`config.mk`:
```
export PLATFORM = sky130hd
export DESIGN_NAME = btree_adder_pipe
export DESIGN_NICKNAME = d
export VERILOG_FILES = /design/src/rtl/btree_pkg.sv /design/src/rtl/btree_adder_pipe_level.sv /design/src/rtl/btree_adder_pipe.sv
export SDC_FILE = /design/constraint.sdc
export NUM_CORES = 1
export LEC_CHECK = 0
export CAP_MARGIN = 40
export CORE_MARGIN = 2
export CORE_UTILIZATION = 62
export CTS_CLUSTER_SIZE = 8
export DETAILED_ROUTE_END_ITERATION = 10
export PLACE_DENSITY = 0.95
export REMOVE_ABC_BUFFERS = 1
export SYNTH_ARGS = -nofsm -noshare
export SYNTH_HDL_FRONTEND = slang
export SYNTH_HIERARCHICAL = 1
export SYNTH_SLANG_ARGS = --single-unit
```
`constraint.sdc`:
```
create_clock -name clk -period 4.5 [get_ports clk]
set_clock_uncertainty 0.05 [all_clocks]
set_input_delay 0.675 -clock clk [delete_from_list [all_inputs] [get_ports clk]]
set_output_delay 0.675 -clock clk [all_outputs]
set_load 0.03 [all_outputs]
```
`src/rtl/btree_pkg.sv`:
```
// Shared widths, beat sideband layout and width helpers for the pipelined
// binary-tree adder.
package btree_pkg;
   localparam int SB_W    = 2;
   localparam int SB_ACC  = 1;
   localparam int SB_LAST = 0;

   function automatic int lvl_w(input int w, input int k);
      return w + k;
   endfunction

   function automatic int out_w(input int w, input int levels, input int acc_w);
      return w + levels + acc_w;
   endfunction

   // Bit offset of tree level k inside the flattened all-levels bus.
   function automatic int lvl_off(input int n_ops, input int w, input int k);
      int off;
      off = 0;
      for (int j = 0; j < k; j++) begin
         off = off + (n_ops >> j) * lvl_w(w, j);
      end
      return off;
   endfunction
endpackage

```
`src/rtl/btree_adder_pipe_level.sv`:
```
// One registered tree level: adds adjacent operand pairs and carries the beat
// sideband, loading whenever its register is empty or being drained.
module btree_level
   import btree_pkg::*;
#(
   parameter int PAIRS = 4,
   parameter int IW    = 16,
   localparam int OW   = IW + 1
) (
   input  logic                  clk,
   input  logic                  rst,
   input  logic                  in_valid,
   input  logic [2*PAIRS*IW-1:0] in_data,
   input  logic                  in_cin,
   input  logic [SB_W-1:0]       in_sb,
   output logic                  out_valid,
   input  logic                  out_ready,
   output logic [PAIRS*OW-1:0]   out_data,
   output logic [SB_W-1:0]       out_sb
);
   logic                valid_r;
   logic [PAIRS*OW-1:0] data_r;
   logic [SB_W-1:0]     sb_r;
   logic [PAIRS*OW-1:0] sum_s;
   logic                load_s;

   assign load_s    = !valid_r || out_ready;
   assign out_valid = valid_r;
   assign out_data  = data_r;
   assign out_sb    = sb_r;

   // Pairwise sums; the carry-in joins only the lowest pair so it is counted once.
   always_comb begin
      sum_s = '0;
      for (int p = 0; p < PAIRS; p++) begin
         sum_s[p*OW +: OW] = OW'(in_data[(2*p)*IW +: IW]) + OW'(in_data[(2*p+1)*IW +: IW]);
      end
      sum_s[OW-1:0] = sum_s[OW-1:0] + OW'(in_cin);
   end

   // Level register with collapsing-bubble valid.
   always_ff @(posedge clk) begin
      if (rst) begin
         valid_r <= 1'b0;
         data_r  <= '0;
         sb_r    <= '0;
      end else if (load_s) begin
         valid_r <= in_valid;
         if (in_valid) begin
            data_r <= sum_s;
            sb_r   <= in_sb;
         end
      end
   end
endmodule

```
`src/rtl/btree_adder_pipe.sv`:
```
// Fully pipelined N_OPS-operand tree adder with valid/ready flow control,
// single carry-in, multi-beat accumulate mode and sticky overflow.
module btree_adder_pipe
   import btree_pkg::*;
#(
   parameter int  N_OPS  = 8,
   parameter int  W      = 16,
   parameter int  ACC_W  = 8,
   localparam int LEVELS = $clog2(N_OPS),
   localparam int OUT_W  = out_w(W, LEVELS, ACC_W)
) (
   input  logic             clk,
   input  logic             rst,
   input  logic             in_valid,
   output logic             in_ready,
   input  logic [N_OPS*W-1:0] in_ops,
   input  logic             in_cin,
   input  logic             in_acc,
   input  logic             in_last,
   output logic             out_valid,
   input  logic             out_ready,
   output logic [OUT_W-1:0] out_sum,
   output logic             out_ovf
);
   localparam int TW    = lvl_w(W, LEVELS);
   localparam int BUS_W = lvl_off(N_OPS, W, LEVELS + 1);

   // All level results side by side; level 0 is the raw operand vector.
   logic [BUS_W-1:0]  tree_s;
   logic [LEVELS:0]   lvl_valid_s;
   logic [LEVELS:0]   rdy_s;
   logic [SB_W-1:0]   lvl_sb_s [0:LEVELS];

   logic              out_valid_r;
   logic [OUT_W-1:0]  out_sum_r;
   logic              out_ovf_r;
   logic [OUT_W-1:0]  acc_r;
   logic              acc_active_r;
   logic              ovf_sticky_r;

   logic              adv_s;
   logic [TW-1:0]     tsum_s;
   logic              tree_acc_s;
   logic              tree_last_s;
   logic [OUT_W-1:0]  acc_base_s;
   logic [OUT_W:0]    acc_next_s;

   assign tree_s[N_OPS*W-1:0] = in_ops;
   assign lvl_valid_s[0]      = in_valid;
   assign lvl_sb_s[0]         = {in_acc, in_last};
   assign in_ready            = rdy_s[0];

   for (genvar k = 1; k <= LEVELS; k++) begin : g_lvl
      localparam int IW  = lvl_w(W, k - 1);
      localparam int NIN = N_OPS >> (k - 1);
      localparam int NO  = N_OPS >> k;
      btree_level #(
         .PAIRS (NO),
         .IW    (IW)
      ) u_level (
         .clk       (clk),
         .rst       (rst),
         .in_valid  (lvl_valid_s[k-1]),
         .in_data   (tree_s[lvl_off(N_OPS, W, k - 1) +: NIN*IW]),
         .in_cin    ((k == 1) ? in_cin : 1'b0),
         .in_sb     (lvl_sb_s[k-1]),
         .out_valid (lvl_valid_s[k]),
         .out_ready (rdy_s[k]),
         .out_data  (tree_s[lvl_off(N_OPS, W, k) +: NO*(IW+1)]),
         .out_sb    (lvl_sb_s[k])
      );
   end

   assign adv_s       = !out_valid_r || out_ready;
   assign tsum_s      = tree_s[lvl_off(N_OPS, W, LEVELS) +: TW];
   assign tree_acc_s  = lvl_sb_s[LEVELS][SB_ACC];
   assign tree_last_s = lvl_sb_s[LEVELS][SB_LAST];

   // Ready chain resolved back from the output stage: ready_k = !v_k || ready_k+1.
   always_comb begin
      rdy_s         = '0;
      rdy_s[LEVELS] = adv_s;
      for (int j = LEVELS - 1; j >= 0; j--) begin
         rdy_s[j] = !lvl_valid_s[j+1] || rdy_s[j+1];
      end
   end

   // Running accumulation plus the tree result, with carry-out kept in the top bit.
   always_comb begin
      if (acc_active_r) begin
         acc_base_s = acc_r;
      end else begin
         acc_base_s = '0;
      end
      acc_next_s = {1'b0, acc_base_s} + (OUT_W+1)'(tsum_s);
   end

   // Output register and accumulator update.
   always_ff @(posedge clk) begin
      if (rst) begin
         out_valid_r  <= 1'b0;
         out_sum_r    <= '0;
         out_ovf_r    <= 1'b0;
         acc_r        <= '0;
         acc_active_r <= 1'b0;
         ovf_sticky_r <= 1'b0;
      end else if (lvl_valid_s[LEVELS] && adv_s) begin
         if (!tree_acc_s) begin
            out_sum_r   <= OUT_W'(tsum_s);
            out_ovf_r   <= 1'b0;
            out_valid_r <= 1'b1;
         end else if (!tree_last_s) begin
            acc_r        <= acc_next_s[OUT_W-1:0];
            acc_active_r <= 1'b1;
            ovf_sticky_r <= ovf_sticky_r | acc_next_s[OUT_W];
            out_valid_r  <= 1'b0;
         end else begin
            out_sum_r    <= acc_next_s[OUT_W-1:0];
            out_ovf_r    <= ovf_sticky_r | acc_next_s[OUT_W];
            out_valid_r  <= 1'b1;
            acc_r        <= '0;
            acc_active_r <= 1'b0;
            ovf_sticky_r <= 1'b0;
         end
      end else if (out_ready) begin
         out_valid_r <= 1'b0;
      end
   end

   assign out_valid = out_valid_r;
   assign out_sum   = out_sum_r;
   assign out_ovf   = out_ovf_r;
endmodule

```
# Word-level counts from Yosys, hierarchy flattened

Cells that the tools add are included.

Latch bits: 0
Output and inout port bits: 30
Logic and storage cells: 53
Memories: 0
Bits in read-only memories: 0
Bits in writable memories: 0
Flip-flop bits (word level): 190
Input port bits: 135

Equality and inequality tests: 1
Divide/modulo/power cells: 0
Reduce and logical (&&, ||, !) cells: 15
Bitwise gates (word level): 1
Multiply operators: 0
Order comparisons: 0
Shifts and indexed selects: 0
Muxes and demuxes: 12
Add/subtract/negate cells: 9

Operators with widths:

| operator             | number |
|---|---|
| $mux W27             | 4 |
| $add A16 B16 Y17     | 4 |
| $add A17 B17 Y18     | 2 |
| $add A27 B19 Y28     | 1 |
| $add A18 B18 Y19     | 1 |
| $add A17 B1 Y17      | 1 |
| $reduce_and A2 Y1    | 5 |
| $mux W1              | 8 |
| $logic_not A1 Y1     | 4 |
| $logic_or A1 B1 Y1   | 4 |
| $ne A2 B2 Y1 const B | 1 |
| $reduce_bool A2 Y1   | 1 |
| $logic_and A1 B1 Y1  | 1 |
| $or A1 B1 Y1         | 1 |

# Depth between registers and ports, before layout

Gate-level depths: netlist (run 1).

Depth in word-level cells: 6
Gate-level depth with buffers: 13

# Cells and area by module

The synthesis (run 1) kept the hierarchy.

Modules (own cells, without submodules):

| module                         | cells each | sequential area each (µm²) | area an instance (µm²) | instances |
|---|---|---|---|---|
| btree_level (g_lvl[1].u_level) | 678        | 1421.4                     | 5408.9                 | 1 |
| btree_adder_pipe               | 445        | 1161.1                     | 3500.9                 | 1 |
| btree_level (g_lvl[2].u_level) | 379        | 780.7                      | 2999.1                 | 1 |
| btree_level (g_lvl[3].u_level) | 202        | 440.4                      | 1615.3                 | 1 |

# Worst setup path after synthesis (run 1)

No wires, ideal clock.

Kind: register to register
From: reg acc_active_r
To: reg acc_r[12]
Path buffers: 2
Required time: 4333 ps
Cell stages (with the launch flop): 13
Path slack: 1410 ps
Setup time: 117 ps
Arrival time: 2923 ps
Cell sequence: dfxtp_1 -> clkbuf_1 -> clkbuf_1 -> and2_1 -> ha_1 -> fa_1 -> a21o_1 -> a311oi_2 -> o21ai_2 -> o21ba_1 -> o21a_1 -> or3_1 -> a32o_1

Longest elaborated chain between the ends: 3

RTL lines:

| what                   | RTL line                | RTL |
|---|---|---|
| from (decl)            | btree_adder_pipe.sv:38  | `logic acc_active_r;` |
| from (signal assigned) | btree_adder_pipe.sv:105 | `acc_active_r <= 1'b0;` |
| from (signal assigned) | btree_adder_pipe.sv:114 | `acc_active_r <= 1'b1;` |
| from (signal assigned) | btree_adder_pipe.sv:122 | `acc_active_r <= 1'b0;` |
| $mux W27               | btree_adder_pipe.sv:90  | `if (acc_active_r) begin` |
| $add A27 B19 Y28       | btree_adder_pipe.sv:95  | `acc_next_s = {1'b0, acc_base_s} + (OUT_W+1)'(tsum_s);` |
| $mux W27               | btree_adder_pipe.sv:112 | `end else if (!tree_last_s) begin` |
| to (signal assigned)   | btree_adder_pipe.sv:113 | `acc_r <= acc_next_s[OUT_W-1:0];` |
| to (decl)              | btree_adder_pipe.sv:37  | `logic [OUT_W-1:0] acc_r;` |

Every way passes these cells.
A chain may end at the register's enable or synchronous reset.

# Worst setup path after layout (run 1)

Same ends and word-level chain as after synthesis.

==> results of run 1 <==
==> worst min-delay path, cell delays in order (launching register included) <==
cell                      delay, ns
sky130_fd_sc_hd__dfxtp_1       0.32
sky130_fd_sc_hd__nand2_1       0.05
sky130_fd_sc_hd__nand2_1       0.04
==> kinds of logic after synthesis <==
family,Yosys count,synth area share
multiplexers,11,0.00814
other,1,0.000277
XOR/XNOR,78,0.0505
AND/OR/NAND/NOR,583,0.201
flip-flops,190,0.281
adder cells (fa/ha/maj),143,0.138
AO/OA/AOI/OAI,567,0.279
buffers and inverters,131,0.0408
==> cell usage in the layout, fill, tap and decap left out, drive strengths merged, types with 10 or more instances in the layout <==
cell type and n:
nand2 227, dfxtp 190, a21oi 179, clkdlybuf4s50 163
ha 132, nor2 117, o21ai 105, nand3 64
inv 55, xnor2 48, a21o 48, a211oi 46
nor3 33, xor2 30, and2 29, a31oi 22
nand4 19, o21a 19, buf 19, clkbuf 18
and3 17, o211ai 16, a22o 15, or3 15
nand2b 14, o21bai 12, a32o 12, a22oi 12
mux2i 11, fa 11, a211o 10, nor2b 10
==> path summary, 6_finish.rpt <==
check | start | to | slack [ns] | cells past startpoint
worst max-delay path | acc_active_r | acc_r[12] | 1.34 | 10
worst min-delay path | ovf_sticky_r | ovf_sticky_r | 0.39 | 2
worst max register to register | acc_active_r | acc_r[12] | 1.34 | 10
worst min register to register | ovf_sticky_r | ovf_sticky_r | 0.39 | 2
==> power by group <==
| part | switching (mW) | total (mW) | internal, mW | leakage (nW) |
|---|---|---|---|---|
| clock | 0.713 | 1.46 | 0.742 | 0.280 |
| combinational | 0.639 | 1.15 | 0.507 | 4.70 |
| sequential | 0.0682 | 1.85 | 1.78 | 1.55 |
==> metal layers <==
metal  vias up  global-route usage  part of all wire
li1       6502                   -                 -
met1      6194               0.379              0.42
met2       470               0.555              0.50
met3        78              0.0395             0.053
met4         0               0.119             0.032
met5         -                   0                 0
==> area by class of cell <==
class	count	area, um^2
clock buffers	18	439
clock inverters	14	123
fillers	1639	5750
inverters	48	180
multi-input cells	1384	9180
flip-flops and latches	190	3800
well taps	280	350
repair buffers	182	1790
==> Yosys cell counts, types with 5 or more instances <==
master	number	area, um^2
sky130_fd_sc_hd__nand2_1	227	852
sky130_fd_sc_hd__dfxtp_1	190	3800
sky130_fd_sc_hd__a21oi_1	174	871
sky130_fd_sc_hd__ha_1	132	1650
sky130_fd_sc_hd__nor2_1	117	439
sky130_fd_sc_hd__o21ai_0	97	485
sky130_fd_sc_hd__clkbuf_1	67	251
sky130_fd_sc_hd__nand3_1	63	315
sky130_fd_sc_hd__xnor2_1	48	420
sky130_fd_sc_hd__a21o_1	47	353
sky130_fd_sc_hd__inv_1	47	176
sky130_fd_sc_hd__a211oi_1	44	330
sky130_fd_sc_hd__nor3_1	33	165
sky130_fd_sc_hd__xor2_1	30	263
sky130_fd_sc_hd__and2_1	28	175
sky130_fd_sc_hd__a31oi_1	21	131
sky130_fd_sc_hd__nand4_1	19	119
sky130_fd_sc_hd__o21a_1	19	143
sky130_fd_sc_hd__and3_1	17	106
sky130_fd_sc_hd__a22o_1	15	131
sky130_fd_sc_hd__nand2b_1	14	87.6
sky130_fd_sc_hd__o211ai_1	14	105
sky130_fd_sc_hd__or3_1	14	87.6
sky130_fd_sc_hd__a22oi_1	12	90.1
sky130_fd_sc_hd__a32o_1	12	120
sky130_fd_sc_hd__o21bai_1	12	90.1
sky130_fd_sc_hd__fa_1	11	220
sky130_fd_sc_hd__mux2i_1	11	110
sky130_fd_sc_hd__a211o_1	10	87.6
sky130_fd_sc_hd__nor2b_1	9	56.3
sky130_fd_sc_hd__nor4_1	9	56.3
sky130_fd_sc_hd__nor3b_1	7	52.6
sky130_fd_sc_hd__buf_2	6	30.0
sky130_fd_sc_hd__o21ai_1	6	30.0
sky130_fd_sc_hd__o31a_1	6	52.6
sky130_fd_sc_hd__o31ai_1	6	45.0
sky130_fd_sc_hd__a2111oi_0	5	43.8
sky130_fd_sc_hd__a221oi_1	5	43.8
sky130_fd_sc_hd__buf_6	5	56.3
sky130_fd_sc_hd__nand3b_1	5	37.5
sky130_fd_sc_hd__o2111ai_1	5	43.8
sky130_fd_sc_hd__or4_1	5	37.5
==> per-stage QoR <==
step                area (um^2)  cells  setup WS [ns]  power, mW  hold slack, ns
floorplan                 13200   1622           1.30       2.62           0.366
global placement          15300   2082           1.02       2.95           0.378
detailed placement        15300   2084          0.950       2.99           0.385
CTS                       15900   2116           1.36       4.44           0.398
global route              15900   2116           1.21       4.65           0.403
finish                    15900   2116           1.34       4.45           0.395
==> flip-flops by register name, summed over array words and instances (netlist names) <==
name,cells
out_valid,1
out_sum,27
g_lvl.u_level/out_sb,6
g_lvl.u_level/out_data,123
out_ovf,1
g_lvl.u_level/out_valid,3
acc_active_r,1
acc_r,27
ovf_sticky_r,1
==> run summary, run 1 <==
* outcome: finished, final reports clean
* Arr. time, crit path: 3.44 ns
* Yosys warnings: 6
* sequential cell area fraction in the yosys report: 0.281
* # DRC: 0
* leftover overflow at the end of global routing: 0
* Post-synth ARST share: 0
* cells after synthesis: 1704
* reported leakage power: 6.53 nW
* post-layout util: 0.734
* post-cts hold buffer count: 0
* initial antenna violation count: 0
* total global routing track utilization: 0.310
* sum of routed wire length over all layers: 35600 um
* Worst slew margin: 0.475
* placed wire-length estimate after detailed placement: 26800 um
* Post-synth EDFFs: 0
* Slowest-stage cell, CP: sky130_fd_sc_hd__dfxtp_1
* row count: 54
* shortest clock period the worst path allows after layout: 3.16 ns
* maximum fanout along the worst path: 15
* average size of a mapped cell: 7.94 um^2
* core area: 21600 um^2
* final net count: 2101
* number of failing setup endpoints in the final timing report: 0
* number of sinks handled by clock tree synthesis: 190
* Post-CTS Repair Setup Buffers: 0
* Final Max Tran Viols: 0
* final-layout setup total negative slack: 0 ns
* worst voltage drop across the vdd grid: 0.216 mV
* Worst Setup Path Type: reg2reg
* initial DRC count: 977
* clk buf depth: 2
* share of the clock period used by the worst path: 0.701
* number of H-tree branching levels: 4
* overall die height: 152 um
* via count normalized by instance count: 6.26
* unrepaired setup endpoints after global routing: no
* Inserted Clock Buffers: 17
* cell area after synthesis: 13500 um^2
* count of buffer and inverter cells on the critical path: 0
* pin count of the biggest net entering global routing: 85
* delay-heaviest family, CP: compound AO/OA/AOI/OAI gates
* number of inserted diodes: 0
* class of the most critical hold timing path: reg2reg
* global placement routability congestion: 0.892
* total of buffers placed on input and output ports: 164
* largest incremental delay on the critical path: 0.44 ns
* total number of vias: 13244
* wire length of the first global-routing pass: 58500 um
* crit-path cells: and2_1 -> ha_1 -> fa_1 -> a21o_1 -> a311oi_2 -> o21ai_2 -> o21ba_1 -> o21a_1 -> or3_1 -> a32o_1
* PostCTS Resize Cnt: 0
* die span in x: 152 um
* type of destination of the critical path: flip-flop
* Max Clk Rate: 317 MHz
* worst skew pair latency: 0.44 ns
* number of global-route vias before repair: 12624
* WP data required: 4.78 ns
* area added between synthesis and finish: 17.3%
* routed length per instance: 16.8 um
* critical path launch point type: flip-flop
* die outline area: 23000 um^2
* boundary pin count: 165
* measured slew at the worst slew-check pin: 0.785 ns
* proportion of layout cells with a drive suffix above 1: 0.0447
* count of different cell masters after synthesis: 88
* Antenna Nets Post-Route: 0
* Primary FF master, synth: sky130_fd_sc_hd__dfxtp_1
* clock edge transition at the registers on the reported setup and hold paths: 0.08 ns
* clock tree root driver cell: sky130_fd_sc_hd__clkbuf_16
* TritonCTS clock tree: yes
* number of maximum-capacitance violations: 0
* Final Hold Violating Endpoints: 0
* PD cells: 280 nW/um^2
* Starting Density: 0.626
* flip-flop and latch count after synthesis: 190
* number of detailed-routing iterations run before antenna repair: 5
No activity file was read; power rests on OpenSTA's default activity.
==> inputs of run 2 (changes only) <==
Settings changed: CORE_UTILIZATION 62 to 52, PLACE_DENSITY 0.95 to 0.86.
Clock period 4.5 ns to 2.6 ns, I/O delays scaled along.
==> run summary, run 2 (synthesis gave the netlist of run 1 again) <==
* outcome: complete, but fails checks
* violated checks: negative setup slack
* total global routing track utilization: 0.274
* number of maximum-capacitance violations: 0
* number of detailed-routing iterations run before antenna repair: 6
* clk buf depth: 2
* WP data required: 2.88 ns
* type of destination of the critical path: flip-flop
* number of global-route vias before repair: 13159
* placed wire-length estimate after detailed placement: 29100 um
* most common library cell in the layout ignoring fill and taps: sky130_fd_sc_hd__nand2_1
* Max Clk Rate: 358 MHz
* Final Max Tran Viols: 0
* number of sinks handled by clock tree synthesis: 190
* global placement routability congestion: 0.935
* Final Hold Violating Endpoints: 0
* pin count of the biggest net entering global routing: 52
* TritonCTS clock tree: yes
* clock edge transition at the registers on the reported setup and hold paths: 0.07 ns
* row count: 59
* routed length per instance: 16.6 um
* final net count: 2239
* class of the most critical hold timing path: in2reg
* total number of vias: 13804
* overall die height: 165 um
* PD cells: 450 nW/um^2
* boundary pin count: 165
* measured slew at the worst slew-check pin: 0.527 ns
* total of buffers placed on input and output ports: 164
* number of inserted diodes: 0
* via count normalized by instance count: 5.98
* share of the clock period used by the worst path: 1.07
* crit path setup slack, layout: -0.190 ns
* commonest non-fill, non-tap cells in the layout: 226 x sky130_fd_sc_hd__nand2_1, 189 x sky130_fd_sc_hd__dfxtp_1, 166 x sky130_fd_sc_hd__a21oi_1
* maximum fanout along the worst path: 4
* number of failing setup endpoints in the final timing report: 19
* unrepaired setup endpoints after global routing: yes
* initial antenna violation count: 0
* placed cell count: 2266
* wire length of the first global-routing pass: 61700 um
* Worst Setup Path Type: reg2reg
* post-layout util: 0.674
* sum of routed wire length over all layers: 38200 um
* shortest clock period the worst path allows after layout: 2.79 ns
* critical path launch point type: flip-flop
* reported leakage power: 7.27 nW
* die span in x: 165 um
* leftover overflow at the end of global routing: 0
* Arr. time, crit path: 3.07 ns
* Antenna Nets Post-Route: 0
* Starting Density: 0.525
* number of H-tree branching levels: 4
* core area: 25800 um^2
* # DRC: 0
* die outline area: 27300 um^2
* initial DRC count: 1262
* clock tree root driver cell: sky130_fd_sc_hd__clkbuf_16
* Worst slew margin: 0.649
* Inserted Clock Buffers: 17
* proportion of layout cells with a drive suffix above 1: 0.139
* final worst hold slack: 0.264 ns
* fin cells: 2308
* number of flip-flops in the largest register: 123
* worst voltage drop across the vdd grid: 0.465 mV
* area added between synthesis and finish: 28.4%
* Pwr Total: 7.82 mW
* worst skew pair latency: 0.44 ns
-- run 2: cell count changes in the layout (fill, tap and decap cells not counted), sizes merged --
cell | previous run | this run
clkbuf | 18 | 19
buf | 19 | 157
dlymetal6s2s | 0 | 3
clkinvlp | 0 | 5
clkinv | 7 | 6
clkdlybuf4s50 | 163 | 160
inv | 55 | 49
-- run 2: final timing paths --
kind / start / endpoint / slack [ns] / cells after the start
setup / recovery: acc_active_r / acc_r[12] / -0.19 / 10
hold reg to reg: acc_r[17] / acc_r[17] / 0.40 / 2
hold / removal: rst / g_lvl[1].u_level/out_data[52] / 0.26 / 2
setup reg to reg: acc_active_r / acc_r[12] / -0.19 / 10
-- run 2: cell type report --
type                    count  area [um^2]
clock inverters            12         87.6
multi-input cells        1384         9550
fillers                  2043         8400
flip-flops and latches    190         3800
inverters                  48          180
clock buffers              19          453
well taps                 335          419
repair buffers            320         2870
-- run 2: worst max-delay path, stage by stage (launching register included) --
cell and delay [ns]:
sky130_fd_sc_hd__dfxtp_2 0.34, sky130_fd_sc_hd__and2_4 0.15, sky130_fd_sc_hd__ha_4 0.16, sky130_fd_sc_hd__fa_2 0.36, sky130_fd_sc_hd__a21o_1 0.21, sky130_fd_sc_hd__a311oi_4 0.37, sky130_fd_sc_hd__o21ai_2 0.11, sky130_fd_sc_hd__o21ba_4 0.24
sky130_fd_sc_hd__o21a_1 0.17, sky130_fd_sc_hd__or3_1 0.30, sky130_fd_sc_hd__a32o_1 0.22
-- run 2: routing by layer --
metal / wire (um) / up-vias / GRT usage
met5: 0 / - / 0
met4: 1030 / 0 / 0.0972
met3: 2220 / 81 / 0.0407
met2: 18700 / 509 / 0.485
met1: 16200 / 6453 / 0.338
li1: - / 6761 / -
-- run 2: per-stage QoR --
step | TNS [ns] | area (um^2) | worst slack, ns
6_report | -1.72 | 17400 | -0.190
5_1_grt | -4.23 | 17400 | -0.284
4_1_cts | -0.804 | 17100 | -0.133
3_5_place_dp | -9.52 | 16400 | -0.566
3_3_place_gp | -5.99 | 16400 | -0.522
2_1_floorplan | -6.11 | 13200 | -0.459
-- run 2: power by group --
group | switching (mW) | leakage [nW] | internal, mW
logic | 1.15 | 5.47 | 1.02
registers | 0.129 | 1.55 | 3.08
clock network | 1.17 | 0.254 | 1.27
total | 2.44 | 7.27 | 5.38
-- run 2: timing repair --
action,4_1_cts,5_1_grt
hold buffers,0,0
resized for setup,44,45
setup buffers,10,1
endpoints found under the setup margin,36,46
pin swaps,22,23
==> inputs of run 3 (changes only) <==
--- a/config.mk
+++ b/config.mk
@@ -7,5 +7,6 @@
 export LEC_CHECK = 0
+export ABC_AREA = 1
 export CAP_MARGIN = 40
 export CORE_MARGIN = 2
-export CORE_UTILIZATION = 52
+export CORE_UTILIZATION = 53
 export CTS_CLUSTER_SIZE = 8
==> constraint.sdc (replaced) <==
create_clock -name clk -period 2.6 [get_ports clk]
set_clock_uncertainty 0.05 [all_clocks]
set_input_delay 0.26 -clock clk [delete_from_list [all_inputs] [get_ports clk]]
set_output_delay 0.26 -clock clk [all_outputs]
set_load 0.03 [all_outputs]
==> run summary, run 3 <==
* outcome: finished, final reports clean
* global placement routability congestion: 0.958
* wire length of the first global-routing pass: 71300 um
* area taken by multi-input logic gates: 9940 um^2
* measured slew at the worst slew-check pin: 0.731 ns
* total number of vias: 16769
* WP data required: 2.87 ns
* Final Hold Violating Endpoints: 0
* number of maximum-capacitance violations: 0
* die span in x: 177 um
* reported leakage power: 10.4 nW
* unrepaired setup endpoints after global routing: no
* number of inserted diodes: 0
* count of different cell masters after synthesis: 39
* critical hold path startpoint: rst
* leftover overflow at the end of global routing: 0
* share of the clock period used by the worst path: 0.942
* die outline area: 31500 um^2
* Yosys warnings: 6
* flip-flop and latch area: 3800 um^2
* average size of a mapped cell: 5.84 um^2
* PD cells: 435 nW/um^2
* Post-synth ARST share: 0
* Final Max Tran Viols: 0
* pin count of the biggest net entering global routing: 55
* type of destination of the critical path: flip-flop
* Post-CTS Repair Setup Buffers: 0
* R2R Setup Slk: 0.15 ns
* cell types occupying the most area after synthesis: sky130_fd_sc_hd__dfxtp_1 24%, sky130_fd_sc_hd__nand2_1 20%, sky130_fd_sc_hd__inv_1 12%
* cell area after synthesis: 15900 um^2
* Fillers: 2814
* row count: 63
* Antenna Nets Post-Route: 0
* share of Yosys cell area claimed by the top area cell type: 0.239
* number of detailed-routing iterations run before antenna repair: 6
* Starting Density: 0.538
* maximum fanout along the worst path: 5
* post-layout util: 0.629
* flip-flop and latch count after synthesis: 190
* commonest non-fill, non-tap cells in the layout: 869 x sky130_fd_sc_hd__nand2_1, 495 x sky130_fd_sc_hd__inv_1, 328 x sky130_fd_sc_hd__nor2_1
* overall die height: 177 um
* shortest clock period the worst path allows after layout: 2.45 ns
* end point of the worst hold path: acc_r[7]
* via count normalized by instance count: 5.09
* Arr. time, crit path: 2.72 ns
* final net count: 3169
* number of cells on the worst hold path: 3
* placed wire-length estimate after detailed placement: 33800 um
* routed length per instance: 12.9 um
* number of global-route vias before repair: 15815
* Worst Reg-to-Reg Cells: 11
* final worst hold slack: 0.344 ns
* Worst slew margin: 0.512
* crit path setup slack, layout: 0.150 ns
* clk buf depth: 2
* class of the most critical hold timing path: in2reg
* Primary FF master, synth: sky130_fd_sc_hd__dfxtp_1
* initial antenna violation count: 0
* proportion of layout cells with a drive suffix above 1: 0.0427
* number of sinks handled by clock tree synthesis: 190
* total of buffers placed on input and output ports: 164
* final-layout setup total negative slack: 0 ns
* worst skew pair latency: 0.44 ns
* dominant cell by count in the synthesized netlist: sky130_fd_sc_hd__nand2_1
* total global routing track utilization: 0.273
* endpoint of the most critical register-to-register path: out_sum[8]
* number of flip-flops in the largest register: 123
* Max Clk Rate: 408 MHz
* Inserted Clock Buffers: 17
* core area: 29600 um^2
* sum of routed wire length over all layers: 42500 um
* critical path launch point type: flip-flop
* # DRC: 0
* post-cts hold buffer count: 0
* cells after synthesis: 2732
* boundary pin count: 165
* Worst Setup Path Type: reg2reg
* reg-to-reg startpoint: acc_active_r
* Post-synth EDFFs: 0
* area added between synthesis and finish: 16.9%
* TritonCTS clock tree: yes
* initial DRC count: 1113
* most common library cell in the layout ignoring fill and taps: sky130_fd_sc_hd__nand2_1
* clock tree root driver cell: sky130_fd_sc_hd__clkbuf_16
* commonest cells in the netlist: 869 x sky130_fd_sc_hd__nand2_1, 495 x sky130_fd_sc_hd__inv_1, 328 x sky130_fd_sc_hd__nor2_1
* PostCTS Resize Cnt: 0
* number of failing setup endpoints in the final timing report: 0
* worst voltage drop across the vdd grid: 0.454 mV
* post-synthesis cell type with the largest combined area: sky130_fd_sc_hd__dfxtp_1
* number of H-tree branching levels: 4
* Pwr Total: 8.10 mW
* Placement Setup Slack: 0.135 ns
* sequential cell area fraction in the yosys report: 0.239
* clock edge transition at the registers on the reported setup and hold paths: 0.07 ns
[run 3: changes by cell type after synthesis, sizes merged, moves of 17 or more]
cell    change
o21a       -19
and2       -24
o21ai      -25
nand3     +171
clkbuf     -42
xnor2      -33
a21oi      -28
a21o       -48
a31oi      -20
nand2     +663
and3       -17
inv       +460
a211oi     -36
nor2      +215
[run 3: critical path, stage by stage, from the launching register on]
cell and delay [ns]:
sky130_fd_sc_hd__dfxtp_1 0.36, sky130_fd_sc_hd__nand2_1 0.08, sky130_fd_sc_hd__inv_1 0.04, sky130_fd_sc_hd__ha_1 0.24
sky130_fd_sc_hd__fa_1 0.45, sky130_fd_sc_hd__nand3_1 0.11, sky130_fd_sc_hd__nand3_1 0.19, sky130_fd_sc_hd__nand3_1 0.13
sky130_fd_sc_hd__nand2_1 0.18, sky130_fd_sc_hd__or2_2 0.34, sky130_fd_sc_hd__nand3_1 0.09, sky130_fd_sc_hd__a21oi_1 0.08
[run 3: final cells by class]
| class | instances | area share |
|---|---|---|
| clock buffer | 19 | 0.0243 |
| tap | 390 | 0.0262 |
| clock inverter | 13 | 0.00651 |
| timing repair buffer | 197 | 0.103 |
| multi-input combinational | 1978 | 0.533 |
| inverter | 507 | 0.102 |
| sequential | 190 | 0.204 |
[run 3: power by group]
part / leakage [nW] / internal [mW] / switching [mW]
combinational: 8.58 / 0.938 / 1.37
sequential: 1.56 / 3.08 / 0.140
clock: 0.285 / 1.32 / 1.25
total: 10.4 / 5.34 / 2.76
[run 3: cell families after synthesis]
group,Yosys count,share of synthesized area
flops,190,0.239
fa+ha+maj,143,0.117
buf+inv,565,0.138
simple gates,1533,0.397
xor+xnor,37,0.0203
other cells,1,0.000235
compound gates,263,0.0886
[run 3: per-layer routing]
metal  track usage  routed length, um
met5             0                  0
met4        0.0878               1160
met3        0.0321               1820
met2         0.499              20600
met1         0.332              18800
[run 3: worst max path at each step]
stage / start / endpoint / slack [ns] / depth (start not counted)
2_1_floorplan: out_valid / g_lvl[1].u_level/out_data[24] / 0.15 / 10
3_3_place_gp: in_cin / g_lvl[1].u_level/out_data[16] / 0.16 / 12
3_5_place_dp: in_cin / g_lvl[1].u_level/out_data[16] / 0.14 / 12
4_1_cts: acc_active_r / out_sum[8] / 0.15 / 11
5_1_grt: acc_active_r / out_sum[24] / 0.01 / 13
6_report: acc_active_r / out_sum[8] / 0.15 / 11
[run 3: metrics by stage]
stage | instance area (um^2) | std cells
finish | 18600 | 3294
global route | 18600 | 3294
CTS | 18600 | 3294
detailed placement | 18100 | 3262
global placement | 18100 | 3262
floorplan | 15600 | 2675
